## src/rtl/imem_boot_loader.sv

```systemverilog
// imem_boot_loader
//   Loads a program image from a byte stream into instruction memory and
//   holds the cpu core in reset until the image is complete and verified.
//
//   The stream is a sequence of little-endian 32-bit words:
//     word 0      : header, N = payload word count
//     words 1..N  : payload, written to BASE_ADDR + k*ADDR_STRIDE
//     final word  : checksum, sum of the payload words mod 2^32
//
// Ports
//   clock            rising-edge system clock
//   reset_n          synchronous active-low reset
//   in_data          stream byte
//   in_valid         stream byte present
//   in_ready         loader can take a byte (combinational from state)
//   reload           one-cycle pulse: restart the load, core back in reset
//   im_write_enable  one-cycle instruction memory write strobe
//   im_write_address instruction memory write address (held between writes)
//   im_write_data    instruction memory write data (held between writes)
//   core_reset_n     active-low reset to the cpu core, released on success
//   load_done        image loaded and checksum matched (sticky)
//   load_error       header too large or checksum mismatch (sticky)
//   words_loaded     count of payload words written, saturating
module imem_boot_loader #(
  parameter int unsigned ADDR_W      = 32,
  parameter int unsigned DATA_W      = 32,
  parameter int unsigned BASE_ADDR   = 0,
  parameter int unsigned ADDR_STRIDE = 1,
  parameter int unsigned MAX_WORDS   = 1024
) (
  input  logic              clock,
  input  logic              reset_n,
  input  logic [7:0]        in_data,
  input  logic              in_valid,
  output logic              in_ready,
  input  logic              reload,
  output logic              im_write_enable,
  output logic [ADDR_W-1:0] im_write_address,
  output logic [DATA_W-1:0] im_write_data,
  output logic              core_reset_n,
  output logic              load_done,
  output logic              load_error,
  output logic [15:0]       words_loaded
);

  localparam logic [ADDR_W-1:0] BASE   = ADDR_W'(BASE_ADDR);
  localparam logic [ADDR_W-1:0] STRIDE = ADDR_W'(ADDR_STRIDE);
  localparam logic [31:0]       MAX_N  = 32'(MAX_WORDS);

  typedef enum logic [2:0] {
    HDR,
    DATA,
    CSUM,
    DONE,
    ERROR
  } state_t;

  state_t              state_reg, state_next;
  logic [1:0]          byte_idx_reg, byte_idx_next;
  // The first three bytes of a word, shifted in from the top so that the
  // earliest byte ends up in bits [7:0] when the fourth byte arrives.
  logic [DATA_W-9:0]   shift_reg, shift_next;
  logic [31:0]         remaining_reg, remaining_next;
  logic [ADDR_W-1:0]   wr_ptr_reg, wr_ptr_next;
  logic [DATA_W-1:0]   csum_reg, csum_next;
  logic                we_reg, we_next;
  logic [ADDR_W-1:0]   addr_reg, addr_next;
  logic [DATA_W-1:0]   data_reg, data_next;
  logic                core_rst_n_reg, core_rst_n_next;
  logic                done_reg, done_next;
  logic                error_reg, error_next;
  logic [15:0]         wl_reg, wl_next;

  logic                accept;
  logic                word_done;
  logic [DATA_W-1:0]   word;

  // in_ready depends on state only, never on in_valid.
  assign in_ready  = (state_reg == HDR) || (state_reg == DATA) || (state_reg == CSUM);
  assign accept    = in_valid && in_ready;
  assign word_done = accept && (byte_idx_reg == 2'd3);
  assign word      = {in_data, shift_reg};

  always_ff @(posedge clock) begin
    if (!reset_n) begin
      state_reg      <= HDR;
      byte_idx_reg   <= '0;
      shift_reg      <= '0;
      remaining_reg  <= '0;
      wr_ptr_reg     <= BASE;
      csum_reg       <= '0;
      we_reg         <= 1'b0;
      addr_reg       <= '0;
      data_reg       <= '0;
      core_rst_n_reg <= 1'b0;
      done_reg       <= 1'b0;
      error_reg      <= 1'b0;
      wl_reg         <= '0;
    end else begin
      state_reg      <= state_next;
      byte_idx_reg   <= byte_idx_next;
      shift_reg      <= shift_next;
      remaining_reg  <= remaining_next;
      wr_ptr_reg     <= wr_ptr_next;
      csum_reg       <= csum_next;
      we_reg         <= we_next;
      addr_reg       <= addr_next;
      data_reg       <= data_next;
      core_rst_n_reg <= core_rst_n_next;
      done_reg       <= done_next;
      error_reg      <= error_next;
      wl_reg         <= wl_next;
    end
  end

  always_comb begin
    state_next      = state_reg;
    byte_idx_next   = byte_idx_reg;
    shift_next      = shift_reg;
    remaining_next  = remaining_reg;
    wr_ptr_next     = wr_ptr_reg;
    csum_next       = csum_reg;
    we_next         = 1'b0;
    addr_next       = addr_reg;
    data_next       = data_reg;
    core_rst_n_next = core_rst_n_reg;
    done_next       = done_reg;
    error_next      = error_reg;
    wl_next         = wl_reg;

    if (reload) begin
      // A byte or write coinciding with reload is dropped on purpose.
      state_next      = HDR;
      byte_idx_next   = '0;
      csum_next       = '0;
      wr_ptr_next     = BASE;
      core_rst_n_next = 1'b0;
      done_next       = 1'b0;
      error_next      = 1'b0;
      wl_next         = '0;
    end else if (accept) begin
      byte_idx_next = byte_idx_reg + 2'd1;
      shift_next    = {in_data, shift_reg[DATA_W-9:8]};
      if (word_done) begin
        case (state_reg)
          HDR: begin
            wr_ptr_next = BASE;
            csum_next   = '0;
            if (word > MAX_N) begin
              state_next = ERROR;
              error_next = 1'b1;
            end else if (word == '0) begin
              state_next = CSUM;
            end else begin
              state_next     = DATA;
              remaining_next = word;
            end
          end
          DATA: begin
            we_next        = 1'b1;
            addr_next      = wr_ptr_reg;
            data_next      = word;
            wr_ptr_next    = wr_ptr_reg + STRIDE;
            csum_next      = csum_reg + word;
            remaining_next = remaining_reg - 32'd1;
            if (wl_reg != 16'hFFFF) begin
              wl_next = wl_reg + 16'd1;
            end
            if (remaining_reg == 32'd1) begin
              state_next = CSUM;
            end
          end
          CSUM: begin
            if (word == csum_reg) begin
              state_next      = DONE;
              done_next       = 1'b1;
              core_rst_n_next = 1'b1;
            end else begin
              state_next = ERROR;
              error_next = 1'b1;
            end
          end
          default: begin
            state_next = state_reg;
          end
        endcase
      end
    end
  end

  assign im_write_enable  = we_reg;
  assign im_write_address = addr_reg;
  assign im_write_data    = data_reg;
  assign core_reset_n     = core_rst_n_reg;
  assign load_done        = done_reg;
  assign load_error       = error_reg;
  assign words_loaded     = wl_reg;

endmodule

```

## config.mk

```make
export PLATFORM = sky130hd
export DESIGN_NAME = imem_boot_loader
export DESIGN_NICKNAME = d
export VERILOG_FILES = /design/src/rtl/imem_boot_loader.sv
export SDC_FILE = /design/constraint.sdc
export NUM_CORES = 1
export LEC_CHECK = 0
export ABC_CLOCK_PERIOD_IN_PS = 2900
export BUFFER_PORTS_ARGS = -buffer_cell sky130_fd_sc_hd__clkbuf_2
export CAP_MARGIN = 15
export CORE_MARGIN = 3
export CORE_UTILIZATION = 30
export CTS_CLUSTER_SIZE = 24
export DETAILED_ROUTE_END_ITERATION = 8
export SYNTH_ARGS = -nofsm -noshare
export SYNTH_HDL_FRONTEND = slang
export SYNTH_SLANG_ARGS = --single-unit
```

## constraint.sdc

```tcl
create_clock -name clock -period 2.9 [get_ports clock]
set_input_delay 0.29 -clock clock [delete_from_list [all_inputs] [get_ports clock]]
set_output_delay 0.29 -clock clock [all_outputs]
set_load 0.1 [all_outputs]
```

==> impl_metrics.tcl, run 1 <==
set metrics [dict create \
    status "completed" \
    htree_levels 1 \
    area_delta_synth_final_pct 18.86 \
    synth_top_area_share_pct 39.70 \
    synth_area_leader_cell "dfxtp_1" \
    yosysSeqAreaShare_pct 39.70 \
    cp-start-kind "flip-flop" \
    ios 97 \
    hold_path.class "input port to flip-flop" \
    max_freq_mhz 368.0 \
    crit_start "shift_reg[22]" \
    num_vias 9932 \
    layout-drive-gt1-share_pct 14.45 \
    maxCapViolCount 0 \
    synth_cell_type_count 67 \
    fin_cells 1916 \
    worst_slew_pin_slew_ps 936.3 \
    cts_sinks 208 \
    path_buf_inv 1 \
    clk_pin_slew_ps 60 \
    finalSetupTns_ps 0 \
    synth_area_mm2 0.01049 \
    ys_ff_latch 208 \
    layout.nets 1498 \
    place_hpwl_um 21300 \
    final_common_cell "nand2_1" \
    timing.final.hold_violations 0 \
    drt_first_pass_iters 7 \
    post-cts-setup-buffers 0 \
    synth_cells 1355 \
    fp.dieW_um 193.0 \
    drtAntennaViolNets 0 \
    synth_edf_count 0 \
    crit_type "flip-flop to flip-flop" \
    grt_max_degree 73 \
    cts_buffer_depth 3 \
    max_stage_delay_ps 420 \
    critical_path_arrival_ps 3140 \
    gp_congestion 0.8998 \
    final.setup_skew_ps 8.316 \
    mostFrequentLayoutCells "nand2_1 (284), dfxtp_1 (207), o21ai_0 (122)" \
    crit_family "simple AND/OR/NAND/NOR gates" \
    postRouteWirelength_um 30710 \
    post-route-period-util_pct 93.69 \
    worstPathRequired_ps 3320 \
    worst_path_max_delay_cell "nor4_1" \
    cts-root-buf "clkbuf_16" \
    cellLeakagePower_nw 4.603 \
    powerDensity_mw_per_mm2 485.2 \
    dp_cells 1870 \
    cts_tree "built" \
    synthesis.nets 1404 \
    via_per_inst 5.184 \
    rsz0062_at_grt "no" \
    peakVddDrop_mv 0.3268 \
    timing.rr.start "shift_reg[22]" \
    final_area_mm2 0.01247 \
    maxSlewHeadroom_pct 37.05 \
    crit_top_cell "o21ai_0" \
    async_flop_share_pct 0 \
    fillerInstances 3560 \
    grt_antenna_before_repair 1 \
    hold_path_startpoint "in_data[3]" \
    grt_overflow 0 \
    io_buffer_count 96 \
    syn_avg_cell_area_um2 7.740 \
    end_kind "flip-flop" \
    whs_ps 49.66 \
    final_core_util_pct 36.72 \
    synthFlopType "dfxtp_1" \
    path_cells "nor4_1 > nand4_1 > a211oi_1 > a21oi_1 > or3_1 > buf_12 > o21ai_0 > o21ai_0 > and2_1" \
    cts_buffers 25 \
    die_h_um 193.0 \
    dpl_cell_area_mm2 0.01166 \
    grt.total_usage_pct 16.17 \
    dieArea_mm2 0.03724 \
    fin_crit_ps 2717 \
    yosys-top-cells-area "dfxtp_1 (40%), nand2_1 (10%), a21boi_0 (6.8%), o21ai_0 (5.9%), ha_1 (4.3%)" \
    rows 67 \
    core_mm2 0.03395 \
    grt_pass1_wl_um 49490 \
    cp_max_fo 28 \
    ys_warn_count 0 \
    initial_core_util_pct 30.89 \
    avgRoutedWirePerCell_um 16.03 \
    regArea_mm2 0.004165 \
    slew_violations 0 \
    multi_input_area_mm2 0.005976 \
    initialDrtViolationCount 670 \
    clock_latency_ps 530 \
    setup_violations 0 \
    first_global_vias 9564 \
    drc_errors 0 \
]
-- metal layers --
metal | global-route usage [%] | share of wire, % | vias up
li1 | - | - | 4955
met1 | 21.55 | 46 | 4654
met2 | 26.44 | 45 | 257
met3 | 2.784 | 5.5 | 66
met4 | 5.758 | 3.1 | 0
met5 | 0 | 0 | -
-- through the flow --
stage	power [W]	setup WS [ps]
3_3_place_gp	0.003151	225.6
6_report	0.006048	182.9
5_1_grt	0.006259	12.06
4_1_cts	0.006134	144.1
3_5_place_dp	0.003153	155.1
2_1_floorplan	0.003065	2.739
-- cells by family (layout without fill, tap and decap cells) --
kind of cell	Yosys count	count (layout)	synth area share, %
buffers and inverters	101	213	3.758
AOI/OAI and AO/OA	379	379	22.74
adders and majority gates	38	38	4.581
DFF	208	208	39.70
muxes	2	2	0.1909
xor gates and xnor gates	43	43	3.591
and+or+nand+nor	584	584	25.44
other	0	1	0
-- final timing paths --
check	end	slack [ps]	cells past startpoint
worst max-delay path	remaining_reg[30]	180	9
worst min-delay path	im_write_data[27]	50	3
worst max register to register	remaining_reg[30]	180	9
worst min register to register	csum_reg[17]	460	2
-- layout make-up --
type | count | area share (%)
tap | 448 | 4.497
antenna | 1 | 0.02007
timing repair buffer | 145 | 7.227
clock inverter | 9 | 0.5420
multi-input combinational | 1046 | 47.94
sequential | 208 | 33.41
inverter | 23 | 0.6926
clock buffer | 36 | 5.671
-- power by group --
part / switching (W) / leakage (nW) / total, W / internal, W
registers: 0.00000888 / 1.68 / 0.00287 / 0.00287
clock network: 0.00126 / 0.370 / 0.00296 / 0.00170
logic: 0.000140 / 2.56 / 0.000215 / 0.0000753
-- tightest hold or removal path, stage by stage --
cell and delay [ps]:
clkbuf_2 120, nand2_1 60, a21boi_0 60
-- timing repair --
item                                    4_1_cts  5_1_grt
gates resized for setup                       0        8
endpoints found under the setup margin        0        5
hold buffers                                  0        0
-- cells in the mapped netlist (all sizes together) (2+ instances only) --
master	number
nand2	284
dfxtp	208
o21ai	125
nor2	111
a21boi	95
clkbuf	72
a21oi	67
nor3	37
ha	36
nand3	33
nor4	24
inv	23
xor2	22
xnor2	21
or3	19
nand4	17
a31oi	16
nor2b	14
a21o	13
and3	13
a22oi	10
o31ai	8
and2	7
a211oi	6
buf	6
nand2b	5
nand3b	5
o211ai	5
a41oi	4
o21a	4
or2	4
or4	4
a22o	3
a32o	3
and4	3
o21bai	3
a211o	2
a221oi	2
a311oi	2
mux2i	2
o221a	2
o22ai	2
No activity file was read; power rests on OpenSTA's default activity.
==> run 2, diff against run 1 <==
RECOVER_POWER = 100   (was default)
==> impl_metrics.tcl, run 2 (same netlist as run 1, synthesis figures left out) <==
set metrics [dict create \
    post-route-period-util_pct 94.03 \
    clk_pin_slew_ps 60 \
    dpl_cell_area_mm2 0.01166 \
    grt.total_usage_pct 16.17 \
    endpoint "remaining_reg[30]" \
    rsz0062_at_grt "no" \
    cts_resized 0 \
    finalSetupTns_ps 0 \
    layout.nets 1498 \
    io_buffer_count 96 \
    ios 97 \
    peakVddDrop_mv 0.3269 \
    crit_top_cell "o21ai_0" \
    rows 67 \
    first_global_vias 9564 \
    cts_sinks 208 \
    critical_path_arrival_ps 3150 \
    setup_violations 0 \
    worst_path_max_delay_cell "or3_1" \
    cp_max_fo 28 \
    grt_max_degree 73 \
    final_common_cell "nand2_1" \
    crit_start "shift_reg[22]" \
    cp-start-kind "flip-flop" \
    regArea_mm2 0.004165 \
    initialDrtViolationCount 687 \
    r2r_setup_slack_ps 170 \
    cts_hold_buf 0 \
    cts-root-buf "clkbuf_16" \
    r2r_cells 9 \
    num_vias 9905 \
    initial_core_util_pct 30.89 \
    drt_first_pass_iters 7 \
    dieArea_mm2 0.03724 \
    timing.rr.start "shift_reg[22]" \
    avgRoutedWirePerCell_um 16.03 \
    htree_levels 1 \
    cellLeakagePower_nw 4.266 \
    maxCapViolCount 0 \
    core_mm2 0.03395 \
    timing.final.hold_violations 0 \
    max_stage_delay_ps 420 \
    worst_slew_pin_slew_ps 1269 \
    powerDensity_mw_per_mm2 491.1 \
    postRouteWirelength_um 30720 \
    fillerInstances 3609 \
    status "completed" \
    via_per_inst 5.170 \
    end_kind "flip-flop" \
    area_delta_synth_final_pct 17.32 \
    slew_violations 0 \
    fin_crit_ps 2727 \
    drc_errors 0 \
    final.setup_skew_ps 8.245 \
    mostFrequentLayoutCells "nand2_1 (284), dfxtp_1 (207), o21ai_0 (122)" \
    place_hpwl_um 21300 \
    multi_input_area_mm2 0.005962 \
    max_freq_mhz 366.7 \
    gp_congestion 0.8998 \
    fp.dieW_um 193.0 \
    clock_latency_ps 530 \
    crit_type "flip-flop to flip-flop" \
    final_area_mm2 0.01230 \
    drtAntennaViolNets 0 \
    die_h_um 193.0 \
    worstPathRequired_ps 3320 \
    r2r_end "remaining_reg[30]" \
    post-cts-setup-buffers 0 \
    cts_tree "built" \
    layout-drive-gt1-share_pct 7.703 \
    cts_buffer_depth 3 \
    grt_antenna_before_repair 1 \
    grt_pass1_wl_um 49490 \
    hold_path.class "input port to flip-flop" \
    maxSlewHeadroom_pct 15.78 \
    path_cells "nor4_1 > nand4_1 > a211oi_1 > a21oi_1 > or3_1 > buf_12 > o21ai_0 > o21ai_0 > and2_0" \
    grt_overflow 0 \
    cts_buffers 25 \
]
==> run 2: final cells by class <==
class / instances / share of cell area [%]
clock inverter: 9 / 0.5491
timing repair buffer: 145 / 6.122
sequential: 208 / 33.85
clock buffer: 36 / 5.745
inverter: 23 / 0.7016
tap: 448 / 4.556
antenna: 1 / 0.02034
multi-input combinational: 1046 / 48.45
==> run 2: through the flow <==
step / utilization (%) / power, W / hold slack [ps] / worst slack (ps) / cells
after floorplan: - / 0.003065 / 429.1 / 2.739 / 1355
after global placement: 34.35 / 0.003151 / 439.3 / 225.6 / 1870
after detailed placement: 34.35 / 0.003153 / 450.2 / 155.1 / 1870
after CTS: 36.63 / 0.006134 / 30.57 / 144.1 / 1915
after global routing: 36.24 / 0.006259 / 61.39 / 14.30 / 1916
final: 36.24 / 0.006043 / 47.62 / 173.2 / 1916
==> run 2: how the worst min path moves through the flow <==
stage / startpoint / endpoint / slack (ps) / depth (start not counted)
2_1_floorplan: csum_reg[10] / csum_reg[10] / 430 / 2
3_3_place_gp: csum_reg[9] / csum_reg[9] / 440 / 2
3_5_place_dp: csum_reg[17] / csum_reg[17] / 450 / 2
4_1_cts: in_data[3] / im_write_data[27] / 30 / 3
5_1_grt: in_data[4] / shift_reg[20] / 60 / 3
6_report: in_data[3] / im_write_data[27] / 50 / 3
==> run 2: metal layers <==
metal	track usage (%)	part of all wire, %	vias to the layer above
met1	21.55	46	4641
li1	-	-	4956
met2	26.44	45	241
met5	0	0	-
met4	5.758	3.1	0
met3	2.784	5.1	67
==> run 2: critical path: cells and delay by family, from the launching register on <==
family                 cells  cell delay, ps
AOI/OAI and AO/OA          4             720
buffers and inverters      1             180
DFF                        1             410
and+or+nand+nor            4            1280
==> run 2: power by group <==
part / internal, W / switching (W)
clock: 0.00170 / 0.00125
sequential: 0.00287 / 0.00000901
combinational: 0.0000751 / 0.000141
total: 0.00464 / 0.00140
